## src/rtl/ledcomm_txq_pkg.sv

```systemverilog
// Shared types and constants for the Ledcomm transmit queue.
//   BYTE_W      : width of one queued byte
//   LC_WORD_W   : width of the word presented to the Ledcomm transmitter
//   LC_PAD      : upper byte padding of the Ledcomm word
//   ing_state_e : ingress (UART side) FSM states
//   egr_state_e : egress (Ledcomm side) FSM states
package ledcomm_txq_pkg;

  localparam int unsigned BYTE_W    = 8;
  localparam int unsigned LC_WORD_W = 16;
  localparam logic [BYTE_W-1:0] LC_PAD = 8'h00;

  typedef enum logic [1:0] {
    ING_IDLE = 2'd0,
    ING_GAP  = 2'd1
  } ing_state_e;

  typedef enum logic [1:0] {
    EGR_IDLE   = 2'd0,
    EGR_LOAD   = 2'd1,
    EGR_STROBE = 2'd2,
    EGR_SETTLE = 2'd3
  } egr_state_e;

endpackage

```

## src/rtl/ledcomm_txq_fifo.sv

```systemverilog
// Byte FIFO with synchronous-write RAM, registered read word and
// registered status flags.
//   clk, resetq   : clock, synchronous active-low reset
//   push_i        : single-cycle write strobe (ignored when full)
//   push_data_i   : byte to write
//   pop_i         : single-cycle read-advance strobe (ignored when empty)
//   rd_data_o     : byte at the read pointer, registered from the RAM
//   level_o       : fill count 0..2**DEPTH_LOG2
//   full_o        : level == 2**DEPTH_LOG2
//   empty_o       : level == 0
//   afull_o       : level >= AFULL_LEVEL
module ledcomm_txq_fifo
  import ledcomm_txq_pkg::*;
#(
  parameter int unsigned DEPTH_LOG2  = 4,
  parameter int unsigned AFULL_LEVEL = 12
) (
  input  logic                  clk,
  input  logic                  resetq,
  input  logic                  push_i,
  input  logic [BYTE_W-1:0]     push_data_i,
  input  logic                  pop_i,
  output logic [BYTE_W-1:0]     rd_data_o,
  output logic [DEPTH_LOG2:0]   level_o,
  output logic                  full_o,
  output logic                  empty_o,
  output logic                  afull_o
);

  localparam int unsigned DEPTH = 1 << DEPTH_LOG2;
  localparam int unsigned LVL_W = DEPTH_LOG2 + 1;

  logic [BYTE_W-1:0]     mem_q [DEPTH];
  logic [DEPTH_LOG2-1:0] wptr_q;
  logic [DEPTH_LOG2-1:0] rptr_q;
  logic [LVL_W-1:0]      level_q;
  logic [LVL_W-1:0]      level_d;
  logic [BYTE_W-1:0]     rd_data_q;
  logic                  full_q;
  logic                  empty_q;
  logic                  afull_q;
  logic                  do_push;
  logic                  do_pop;

  assign do_push = push_i & ~full_q;
  assign do_pop  = pop_i & ~empty_q;

  // Next fill count: a same-cycle push and pop cancel out.
  always_comb begin
    level_d = level_q;
    if (do_push && !do_pop) begin
      level_d = level_q + LVL_W'(1);
    end else if (do_pop && !do_push) begin
      level_d = level_q - LVL_W'(1);
    end
  end

  // Pointers, level and flags; flags follow level_d so they line up with level.
  always_ff @(posedge clk) begin
    if (!resetq) begin
      wptr_q    <= '0;
      rptr_q    <= '0;
      level_q   <= '0;
      full_q    <= 1'b0;
      empty_q   <= 1'b1;
      afull_q   <= 1'b0;
      rd_data_q <= '0;
    end else begin
      if (do_push) wptr_q <= wptr_q + DEPTH_LOG2'(1);
      if (do_pop)  rptr_q <= rptr_q + DEPTH_LOG2'(1);
      level_q   <= level_d;
      full_q    <= (level_d == LVL_W'(DEPTH));
      empty_q   <= (level_d == '0);
      afull_q   <= (level_d >= LVL_W'(AFULL_LEVEL));
      // Read word trails the pointer by one cycle; the consumer never loads
      // sooner than two cycles after the slot is written or rptr moves.
      rd_data_q <= mem_q[rptr_q];
    end
  end

  // Storage array, no reset.
  always_ff @(posedge clk) begin
    if (do_push) mem_q[wptr_q] <= push_data_i;
  end

  assign rd_data_o = rd_data_q;
  assign level_o   = level_q;
  assign full_o    = full_q;
  assign empty_o   = empty_q;
  assign afull_o   = afull_q;

endmodule

```

## src/rtl/ledcomm_txq.sv

```systemverilog
// Byte queue between the UART receiver (valid / rd-pulse handshake) and the
// Ledcomm transmitter (busy / wr-pulse handshake). Bytes are only forwarded
// while the link is up; a byte whose strobe is blocked by link loss stays
// queued and is retried.
// Optional feature macro: LEDCOMM_TXQ_DROP_EN -- when defined, a byte
// offered while the queue is full is popped and discarded and the sticky
// overflow flag is set; otherwise the receiver is back-pressured and
// overflow is tied to 0.
//   clk, resetq : 12 MHz clock, synchronous active-low reset
//   in_valid    : receiver holds a byte
//   in_data     : received byte
//   in_rd       : one-cycle pop pulse to the receiver
//   link        : Ledcomm link-up status
//   lc_busy     : Ledcomm transmitter busy
//   lc_wr       : one-cycle write strobe to Ledcomm
//   lc_data     : {8'h00, byte} presented to Ledcomm
//   level       : current fill count
//   afull       : level >= AFULL_LEVEL
//   overflow    : sticky drop flag
module ledcomm_txq
  import ledcomm_txq_pkg::*;
#(
  parameter int unsigned DEPTH_LOG2  = 4,
  parameter int unsigned AFULL_LEVEL = 12
) (
  input  logic                  clk,
  input  logic                  resetq,
  input  logic                  in_valid,
  input  logic [BYTE_W-1:0]     in_data,
  output logic                  in_rd,
  input  logic                  link,
  input  logic                  lc_busy,
  output logic                  lc_wr,
  output logic [LC_WORD_W-1:0]  lc_data,
  output logic [DEPTH_LOG2:0]   level,
  output logic                  afull,
  output logic                  overflow
);

  ing_state_e             ing_q;
  egr_state_e             egr_q;
  logic                   in_rd_q;
  logic                   lc_wr_q;
  logic [LC_WORD_W-1:0]   lc_data_q;
  logic                   take_c;
  logic                   push_c;
  logic                   pop_c;
  logic [BYTE_W-1:0]      rd_data;
  logic                   full;
  logic                   empty;

  // Ingress accepts a byte from the receiver in IDLE; in drop mode it also
  // accepts when full and the FIFO discards it.
`ifdef LEDCOMM_TXQ_DROP_EN
  assign take_c = (ing_q == ING_IDLE) & in_valid;
`else
  assign take_c = (ing_q == ING_IDLE) & in_valid & ~full;
`endif
  assign push_c = take_c & ~full;

  // The read pointer only advances when the strobe actually goes out.
  assign pop_c  = (egr_q == EGR_STROBE) & link;

  ledcomm_txq_fifo #(
    .DEPTH_LOG2  (DEPTH_LOG2),
    .AFULL_LEVEL (AFULL_LEVEL)
  ) u_fifo (
    .clk         (clk),
    .resetq      (resetq),
    .push_i      (push_c),
    .push_data_i (in_data),
    .pop_i       (pop_c),
    .rd_data_o   (rd_data),
    .level_o     (level),
    .full_o      (full),
    .empty_o     (empty),
    .afull_o     (afull)
  );

  // Ingress FSM: pop pulse then one gap cycle so the receiver can drop valid.
  always_ff @(posedge clk) begin
    if (!resetq) begin
      ing_q   <= ING_IDLE;
      in_rd_q <= 1'b0;
    end else begin
      in_rd_q <= 1'b0;
      case (ing_q)
        ING_IDLE: begin
          if (take_c) begin
            in_rd_q <= 1'b1;
            ing_q   <= ING_GAP;
          end
        end
        ING_GAP:  ing_q <= ING_IDLE;
        default:  ing_q <= ING_IDLE;
      endcase
    end
  end

  // Egress FSM: load the word, strobe it if the link is still up, then allow
  // one cycle for lc_busy to rise before looking again.
  always_ff @(posedge clk) begin
    if (!resetq) begin
      egr_q     <= EGR_IDLE;
      lc_wr_q   <= 1'b0;
      lc_data_q <= '0;
    end else begin
      lc_wr_q <= 1'b0;
      case (egr_q)
        EGR_IDLE: begin
          if (!empty && !lc_busy && link) egr_q <= EGR_LOAD;
        end
        EGR_LOAD: begin
          lc_data_q <= {LC_PAD, rd_data};
          egr_q     <= EGR_STROBE;
        end
        EGR_STROBE: begin
          if (link) begin
            lc_wr_q <= 1'b1;
            egr_q   <= EGR_SETTLE;
          end else begin
            egr_q   <= EGR_IDLE;
          end
        end
        EGR_SETTLE: egr_q <= EGR_IDLE;
        default:    egr_q <= EGR_IDLE;
      endcase
    end
  end

`ifdef LEDCOMM_TXQ_DROP_EN
  logic overflow_q;

  // Sticky until reset.
  always_ff @(posedge clk) begin
    if (!resetq) begin
      overflow_q <= 1'b0;
    end else if (take_c && full) begin
      overflow_q <= 1'b1;
    end
  end

  assign overflow = overflow_q;
`else
  assign overflow = 1'b0;
`endif

  assign in_rd   = in_rd_q;
  assign lc_wr   = lc_wr_q;
  assign lc_data = lc_data_q;

endmodule

```

## config.mk

```make
export PLATFORM = sky130hd
export DESIGN_NAME = ledcomm_txq
export DESIGN_NICKNAME = d
export VERILOG_FILES = /design/src/rtl/ledcomm_txq_pkg.sv /design/src/rtl/ledcomm_txq_fifo.sv /design/src/rtl/ledcomm_txq.sv
export SDC_FILE = /design/constraint.sdc
export NUM_CORES = 1
export LEC_CHECK = 0
export CAP_MARGIN = 0
export CORE_AREA = 2 2 131 133
export CTS_BUF_LIST = sky130_fd_sc_hd__clkbuf_8
export DETAILED_ROUTE_END_ITERATION = 8
export DIE_AREA = 0 0 133 135
export GPL_TIMING_DRIVEN = 0
export PLACE_DENSITY_LB_ADDON = 0.12
export SETUP_SLACK_MARGIN = 0.15
export SLEW_MARGIN = 20
export SYNTH_ARGS = -nofsm -noshare
export SYNTH_HDL_FRONTEND = slang
export SYNTH_SLANG_ARGS = --single-unit
```

## constraint.sdc

```tcl
create_clock -name clk -period 2.2 [get_ports clk]
set_input_delay 0.44 -clock clk [delete_from_list [all_inputs] [get_ports clk]]
set_output_delay 0.44 -clock clk [all_outputs]
set_load 0.01 [all_outputs]
```

# [Word-level counts from Yosys, hierarchy flattened]
# Memory sizes are Yosys's and may differ from the RTL's. A register that Yosys moved wholly into a read port is not among the register bits.
# Cells that the tools add are included.
[op_classes] bitwise=8 muxes=9 add_sub_neg=4 reduce_logical=14 order_cmp=1 n_eq_ne=5
[ops] op="2-to-1 mux 5 bit" count=2
[ops] op="adder 4 x 1 -> 4 bit (second input constant)" count=2
[ops] op="case mux 2 bit (4 select lines)" count=1
[ops] op="bitwise AND 1 bit" count=6
[ops] op="adder 5 x 1 -> 5 bit (second input constant)" count=1
[ops] op="equality test 5 bit (second input constant)" count=1
[ops] op=">= comparator 5 x 4 -> 1 bit (second input constant)" count=1
[ops] op="logical NOT 1 bit" count=5
[ops] op="logical NOT 5 bit" count=1
[ops] op="subtractor 5 x 1 -> 5 bit (second input constant)" count=1
[ops] op="equality test 2 bit (second input constant)" count=2
[ops] op="logical AND 1 bit" count=4
[ops] op="logical NOT 2 bit" count=2
[ops] op="2-to-1 mux 1 bit" count=4
[ops] op="2-to-1 mux 2 bit" count=2
[ops] op="AND reduction 2 bit" count=2
[ops] op="equality test 2 x 1 -> 1 bit (second input constant)" count=1
[ops] op="inequality test 2 bit (second input constant)" count=1
[ops] op="NOT 1 bit" count=2
[totals] elab_cells=53 n_memories=1 ff_bits=29 ram_bits=128 output_inout_bits=25
[memory_table] name="u_fifo.mem_q" words=16 width=8 read_ports=1 rd_clocked_by_memory_dff=1 write_ports=1 line="ledcomm_txq_fifo.sv:33" source="logic [BYTE_W-1:0] mem_q [DEPTH];"

# [Longest topological paths before layout]
# Gate-level depths: netlist of run 1.
[logic_depth] word_depth=10 ltp_mapped=6 ltp_nobuf=6

# [Cells and area by module]
# A second synthesis of run 1 with hierarchy kept.
[hier_totals] hier_cells=383 area_unflattened_um2=6605.1
[by_module_without_submodules] module="ledcomm_txq_fifo" instances=1 cells_each=324 area_per_inst_um2=6032.0 seq_area_each_um2=4324.1
[by_module_without_submodules] module="ledcomm_txq" instances=1 cells_each=59 area_per_inst_um2=573.0 seq_area_each_um2=260.2

# [Worst setup path before layout of run 1]
# OpenSTA, ideal clock, no wires.
[synth_path] kind="in2reg" startpoint="in in_valid" endpoint="mem u_fifo.mem_q[3][0], enable pin" path_slack_ns=0.105 path_stages=4 setup_time_ns=0.383 path_buffers=1 arrival_ns=1.712 cell_sequence="nor3b_1 buf_2 nand2_1 nor3_1"
[synth_via] elab_chain_len=6
[synth_lines] item="start: declaration" line="ledcomm_txq.sv:28" source="input logic in_valid,"
[synth_lines] item="bitwise AND 1 bit (2 in a row)" line="ledcomm_txq.sv:57" source="assign take_c = (ing_q == ING_IDLE) & in_valid & ~full;"
[synth_lines] item="bitwise AND 1 bit" line="ledcomm_txq.sv:59" source="assign push_c = take_c & ~full;"
[synth_lines] item="bitwise AND 1 bit" line="ledcomm_txq_fifo.sv:45" source="assign do_push = push_i & ~full_q;"
[synth_lines] item="2-to-1 mux 1 bit" line="ledcomm_txq_fifo.sv:83" source="if (do_push) mem_q[wptr_q] <= push_data_i;"
[synth_lines] item="2-to-1 mux 1 bit (implied by the code)" line="ledcomm_txq_fifo.sv:83"
[synth_lines] item="end: declaration" line="ledcomm_txq_fifo.sv:33"
# No other way between the ends.

# [Final worst setup path of run 1]
[layout_path] startpoint="in in_valid" endpoint="mem u_fifo.mem_q[13][3], enable pin"
# Same word-level chain as after synthesis.

==> impl_metrics.csv, run 1 <==
group,metric,value,unit
status,outcome,"finished clean",
sta,final_max_slew_viol_count,0,
detailed_routing,drc_errors,0,
clocking,htree_levels,4,
flow_run,cap_viol_max_count,0,
pwr,p_seq_frac,0.582,
sta,fin_crit,2.10,ns
yosys,syn_inst,368,
pwr,intPower,4.57,mW
layout,fill_cells,1383,
yosys,synth_cell_types,41,
placement,port-buffer-count,28,
worst_setup_path,crit_required,2.30,ns
clocking,cts_made_buffers,17,
die,die_area,18000,um2
layout,syn_to_final_growth,21.8,%
yosys,syn_area,6480,um2
detailed_routing,vias,3318,
layout,multi_input_area,1870,um2
die,num_rows,47,
pwr,peakVddDrop,0.000481,V
worst_setup_path,critPathMaxFanout,10,
detailed_routing,wl_met3,802,um
worst_hold_path,hp-class,"reg -> reg",
worst_setup_path,arrival,2.20,ns
sta,rsz0062_at_grt,"yes",
die,initial_core_util,0.395,
placement,dp_hpwl,8.65,mm
sta,report.final.setup_viol,0,
global_route,grt.overflow.total,0,
die,die_y,135,um
yosys,synth_edf_count,128,
yosys,synth_ff_type,"edfxtp_1",
clocking,cts.sinks,165,
yosys,ys_ff_latch,165,
layout,seq_area,4590,um2
pwr,p_sw,1.33,mW
detailed_routing,drt_first_iter_violations,233,
pwr,pwr-share-comb,0.054,
yosys,synth_warnings,0,
sta,max_freq,476,MHz
worst_setup_path,crit_type,"in -> reg",
global_route,grt_use_total,0.157,
global_route,antenna_found_initial,0,
clocking,clk_pin_slew,0.09,ns
layout,final_nets,458,
die,io_pins,38,
pwr,p_clk_frac,0.364,
layout,drive_gt1_frac,0.279,
pwr,p_leak,2.52,nW
sta,fin_tns_setup,0,ns
sta,finalCritPeriodShare,0.956,
clocking,clock_path_buffers,2,
yosys,synthArstFlopShare,0,
sta,slew_headroom,0.461,
detailed_routing,routed.top_layer,"met4",
detailed_routing,wirelength,13.3,mm
clocking,tritoncts,"built",
die,coreArea,16400,um2
sta,worst_pin_slew,0.808,ns
yosys,syn_avg_cell_area,17.6,um2
detailed_routing,vias_per_cell,4.94,
clocking,cts-root-buf,"clkbuf_8",
die,die_w,133,um
detailed_routing,wl_met1,5.69,mm
pwr,p_per_area,748,nW/um2
yosys,ys_seq_area_frac,0.707,
worst_setup_path,endpoint_kind,"register",
clocking,clock_latency,0.46,ns
detailed_routing,ant_nets,0,
worst_setup_path,cp-start-kind,"input pin",
detailed_routing,dr.pass1.iters,4,
global_route,grt_start_max_net_pins,17,
layout,antenna_cells,0,
detailed_routing,met2_length,6.68,mm
sta,fin_skew,0.0143,ns
global_route,first_global_vias,3334,
detailed_routing,wl_per_cell,19.9,um
placement,gp_congestion,0.759,
sta,hold_viol_final,0,
pwr,netSwitchingFraction,0.226,
pwr,power,5.90,mW
global_route,grt_pass1_wl,20.1,mm
-- through the flow --
stage	hold WS [ns]	worst slack (ns)	area (um2)	instances	util
global placement	0.446	-0.709	7090	624	0.432
global route	0.499	-0.0212	7900	671	0.481
floorplan	0.426	0.272	6530	376	-
finish	0.454	0.0978	7900	671	0.481
CTS	0.458	0.137	7670	660	0.467
detailed placement	0.445	-0.748	7090	624	0.432
-- area by class of cell --
type,instances,share of cell area
Buffer,27,0.0273
Clock buffer,17,0.0296
Clock inverter,15,0.0198
Inverter,4,0.00190
Multi-Input combinational cell,180,0.237
Sequential cell,165,0.581
Tap cell,220,0.0349
Timing Repair Buffer,43,0.0691
-- layout by cell type (no fill, tap or decap), types with 4 or more instances in the layout --
master	instances
inv_1	4
buf_4	15
conb_1	9
clkbuf_1	8
ha_1	7
nand3_1	4
a21boi_0	10
nor2_1	5
nor2_4	7
edfxtp_1	128
nand2b_1	4
mux4_2	40
and2_1	18
dfxtp_1	36
clkbuf_8	17
clkdlybuf4s50_1	28
clkinv_4	4
nor3_4	4
nor2_2	6
buf_12	12
nand2_1	28
xnor2_1	8
-- state kept, by name (all words and copies together) (netlist names), 2 cells and up --
register and cells:
u_fifo.mem_q 128, lc_data 8, u_fifo.rd_data_o 8, u_fifo.level_o 5, u_fifo.rptr_q 4, u_fifo.wptr_q 4
egr_q 2
-- logic make-up after synthesis --
group,Yosys count,synth area share
flops,165,0.707
simple gates,94,0.0757
mux,41,0.141
buf+inv,31,0.0274
compound gates,21,0.0243
xor+xnor,8,0.0108
fa+ha+maj,7,0.0135
other cells,1,0.000578
-- layer usage --
| metal | vias to the layer above | track usage |
|---|---|---|
| met3 | 16 | 0.0432 |
| met2 | 89 | 0.253 |
| met1 | 1671 | 0.210 |
| li1 | 1542 | - |
| met4 | 0 | 0.0502 |
| met5 | - | 0 |
-- repair_timing --
item,CTS,global route
hold endpoints to repair,0,0
cloned,0,3
pin swaps,3,2
setup endpoints to repair,137,100
gates resized for setup,36,8
buffers inserted,4,8
hold buffers,0,0
-- critical path, cell delays in order --
cell and delay [ns]:
clkdlybuf4s50_1 0.48, nor3b_2 0.29, buf_2 0.28, nand2_1 0.22, nor2_2 0.49
-- worst paths after layout --
kind | start | end | slack (ns) | cells after the start
worst max-delay path | in_valid | u_fifo.mem_q[13][3] | 0.1 | 5
worst min-delay path | u_fifo.rd_data_o[1] | lc_data[1] | 0.45 | 2
worst max register to register | u_fifo.wptr_q[3] | u_fifo.mem_q[13][3] | 0.1 | 3
worst min register to register | u_fifo.rd_data_o[1] | lc_data[1] | 0.45 | 2
-- synthesized netlist by cell type, types with 6 or more instances --
cell type / instances / area share
nor3_1: 6 / 0.0046
dfxtp_1: 37 / 0.11
nor2_1: 18 / 0.010
buf_4: 10 / 0.012
nand2_1: 28 / 0.016
edfxtp_1: 128 / 0.59
ha_1: 7 / 0.014
clkbuf_1: 11 / 0.0064
and2_1: 18 / 0.017
mux4_2: 40 / 0.14
a21boi_0: 10 / 0.012
xnor2_1: 8 / 0.011
-- power groups by stage --
stage | registers [mW] | logic, mW | clock network, mW
2_1_floorplan | 3.50 | 0.160 | 0
3_3_place_gp | 3.50 | 0.289 | 0
3_5_place_dp | 3.51 | 0.294 | 0
4_1_cts | 3.43 | 0.307 | 2.21
5_1_grt | 3.44 | 0.351 | 2.35
6_report | 3.43 | 0.321 | 2.15
(Power assumes the default switching activity.)
==> run 2: changes to the inputs <==
--- a/config.mk
+++ b/config.mk
@@ -6,10 +6,10 @@
 export NUM_CORES = 1
 export LEC_CHECK = 0
 export CAP_MARGIN = 0
-export CORE_AREA = 2 2 131 133
+export CORE_AREA = 2 2 117 119
 export CTS_BUF_LIST = sky130_fd_sc_hd__clkbuf_8
 export DETAILED_ROUTE_END_ITERATION = 8
-export DIE_AREA = 0 0 133 135
+export DIE_AREA = 0 0 119 121
 export GPL_TIMING_DRIVEN = 0
 export PLACE_DENSITY_LB_ADDON = 0.12
 export SETUP_SLACK_MARGIN = 0.15
==> constraint.sdc (replaced) <==
create_clock -name clk -period 2.2 [get_ports clk]
set_input_delay 0.44 -clock clk [delete_from_list [all_inputs] [get_ports clk]]
set_output_delay 0.44 -clock clk [all_outputs]
set_load 0.005 [all_outputs]
==> run 2 against run 1 <==
Total power down 1.9%. Combinational power down 2%. Largest cell class unchanged. Hold slack worse by 0.0087 ns. Global-route usage up 2.7 points. Largest power group unchanged. Final cell count down 7.6%. Via count up 0.30%. Utilization up 11 points. Die area down 20%. Wire length down 7.6%. Sequential share of layout area up 1.5 points. Critical path type unchanged.
==> impl_metrics.csv, run 2 (synthesized netlist as in run 1, its figures left out) <==
group,metric,value,unit
worst_setup_path,endpoint_kind,"register",
pwr,p_per_area,752,nW/um2
worst_setup_path,crit_type,"in -> reg",
clocking,cts-root-buf,"clkbuf_8",
placement,gp_congestion,0.815,
die,io_pins,38,
layout,top_register,"u_fifo.mem_q",
detailed_routing,wl_per_cell,19.9,um
sta,finalCritPeriodShare,0.926,
placement,dp_hpwl,8.13,mm
sta,fin_tns_setup,0,ns
sta,whs,0.446,ns
worst_setup_path,crit_buf_inv,3,
clocking,tritoncts,"built",
layout,drive_gt1_frac,0.273,
pwr,p_seq_frac,0.593,
worst_setup_path,critPathMaxFanout,10,
die,die_w,119,um
layout,syn_to_final_growth,18.8,%
clocking,clock_path_buffers,2,
layout,final_common_cell,"edfxtp_1",
sta,rsz0062_at_grt,"yes",
die,die_area,14400,um2
clocking,htree_levels,4,
worst_setup_path,cpLargestDelayFamily,"buffers and inverters",
sta,worst_pin_slew,0.780,ns
pwr,p_leak,2.46,nW
detailed_routing,vias_per_cell,5.37,
pwr,p_sw,1.24,mW
pwr,p_clk_frac,0.353,
clocking,cts.sinks,165,
detailed_routing,drc_errors,0,
layout,layout_common_cells,"edfxtp_1 (128), mux4_2 (40), dfxtp_1 (36)",
status,outcome,"finished clean",
global_route,grt_pass1_wl,18.9,mm
global_route,antenna_found_initial,0,
die,die_y,121,um
sta,slew_headroom,0.480,
sta,fin_crit,2.04,ns
pwr,power,5.79,mW
detailed_routing,drt_first_iter_violations,163,
worst_setup_path,arrival,2.20,ns
clocking,clk_pin_slew,0.08,ns
pwr,peakVddDrop,0.000485,V
pwr,intPower,4.55,mW
placement,port-buffer-count,28,
sta,fin_skew,0.0142,ns
sta,report.final.setup_viol,0,
die,num_rows,42,
global_route,grt_start_max_net_pins,17,
pwr,netSwitchingFraction,0.215,
die,initial_core_util,0.495,
detailed_routing,vias,3328,
global_route,grt.overflow.total,0,
sta,hold_viol_final,0,
detailed_routing,wirelength,12.3,mm
worst_hold_path,hp-class,"reg -> reg",
layout,antenna_cells,0,
sta,final_max_slew_viol_count,0,
layout,largest_reg_flops,128,
global_route,first_global_vias,3256,
clocking,clock_latency,0.45,ns
flow_run,cap_viol_max_count,0,
layout,fill_cells,975,
worst_setup_path,path_cells,"clkdlybuf4s50_1 -> nor3b_2 -> buf_2 -> nand2_1 -> nor3_4 -> buf_12",
detailed_routing,dr.pass1.iters,4,
die,coreArea,13100,um2
placement,place_area,7030,um2
worst_setup_path,crit_required,2.36,ns
clocking,cts_made_buffers,17,
layout,final_nets,452,
detailed_routing,ant_nets,0,
global_route,grt_use_total,0.185,
sta,max_freq,491,MHz
layout,stdcell_area,7700,um2
worst_setup_path,cp_slowest_stage_delay,0.48,ns
worst_setup_path,cp-start-kind,"input pin",
pwr,pwr-share-comb,0.054,
worst_setup_path,crit_slowest_cell,"clkdlybuf4s50_1",
==> run 2: cell count changes in the layout (fill, tap and decap cells not counted), moves of 3 or more <==
cell,before,now
buf_12,12,7
clkbuf_16,3,0
clkinv_4,4,1
nor2_2,6,1
nor2_4,7,12
==> run 2: worst reg2reg max path: stages (launching register included) <==
cell and delay, ns:
dfxtp_2 0.36, buf_8 0.15, buf_12 0.15, mux4_2 0.54, mux4_2 0.52, and2_1 0.18
==> run 2: path summary, 6_finish.rpt <==
path / from / endpoint / slack, ns / cells past startpoint
max: in_valid / u_fifo.mem_q[0][7] / 0.16 / 6
max reg2reg: u_fifo.rptr_q[0] / u_fifo.rd_data_o[6] / 0.19 / 5
min: u_fifo.rd_data_o[3] / lc_data[3] / 0.45 / 2
min reg2reg: u_fifo.rd_data_o[3] / lc_data[3] / 0.45 / 2
==> run 2: cell type report <==
type                    count  area (um2)  share of cell area
flip-flops and latches    165        4590               0.596
multi-input cells         180        1900               0.246
repair buffers             37         398              0.0517
clock buffers              17         234              0.0304
well taps                 176         220              0.0286
plain buffers              27         211              0.0275
clock inverters            14         139              0.0180
inverters                   4        15.0             0.00195
==> run 2: timing repair <==
item	4_1_cts	5_1_grt
hold buffers	0	0
endpoints found under the setup margin	136	139
setup buffers	7	2
pin swaps	4	2
resized for setup	33	20
==> run 2: per-layer routing <==
layer  vias up  global-route usage  routed length [um]
met2       103               0.297                6250
li1       1533                   -                   -
met1      1682               0.242                5240
met3        10              0.0428                 633
met5         -                   0                   0
met4         0              0.0818                 204
==> run 2: through the flow <==
step	std cells	utilization	setup slack, ns
2_1_floorplan	376	-	0.272
6_report	620	0.588	0.162
3_3_place_gp	580	0.537	-0.751
5_1_grt	620	0.588	0.101
3_5_place_dp	580	0.537	-0.790
4_1_cts	618	0.583	0.0286
==> run 2: power groups by stage <==
stage / clock network, mW / registers (mW) / logic [mW]
2_1_floorplan: 0 / 3.50 / 0.157
3_3_place_gp: 0 / 3.50 / 0.275
3_5_place_dp: 0 / 3.51 / 0.281
4_1_cts: 2.10 / 3.43 / 0.311
5_1_grt: 2.21 / 3.44 / 0.344
6_report: 2.04 / 3.43 / 0.313
==> run 3: changes to the inputs <==
--- a/config.mk
+++ b/config.mk
@@ -5,9 +5,11 @@
 export SDC_FILE = /design/constraint.sdc
 export NUM_CORES = 1
 export LEC_CHECK = 0
+export ABC_CLOCK_PERIOD_IN_PS = 2200
 export CAP_MARGIN = 0
 export CORE_AREA = 2 2 117 119
 export CTS_BUF_LIST = sky130_fd_sc_hd__clkbuf_8
+export CTS_CLUSTER_SIZE = 14
 export DETAILED_ROUTE_END_ITERATION = 8
 export DIE_AREA = 0 0 119 121
 export GPL_TIMING_DRIVEN = 0
==> results of run 3 <==
Same layout as run 2: the final DEF is identical, and so are final timing and power.
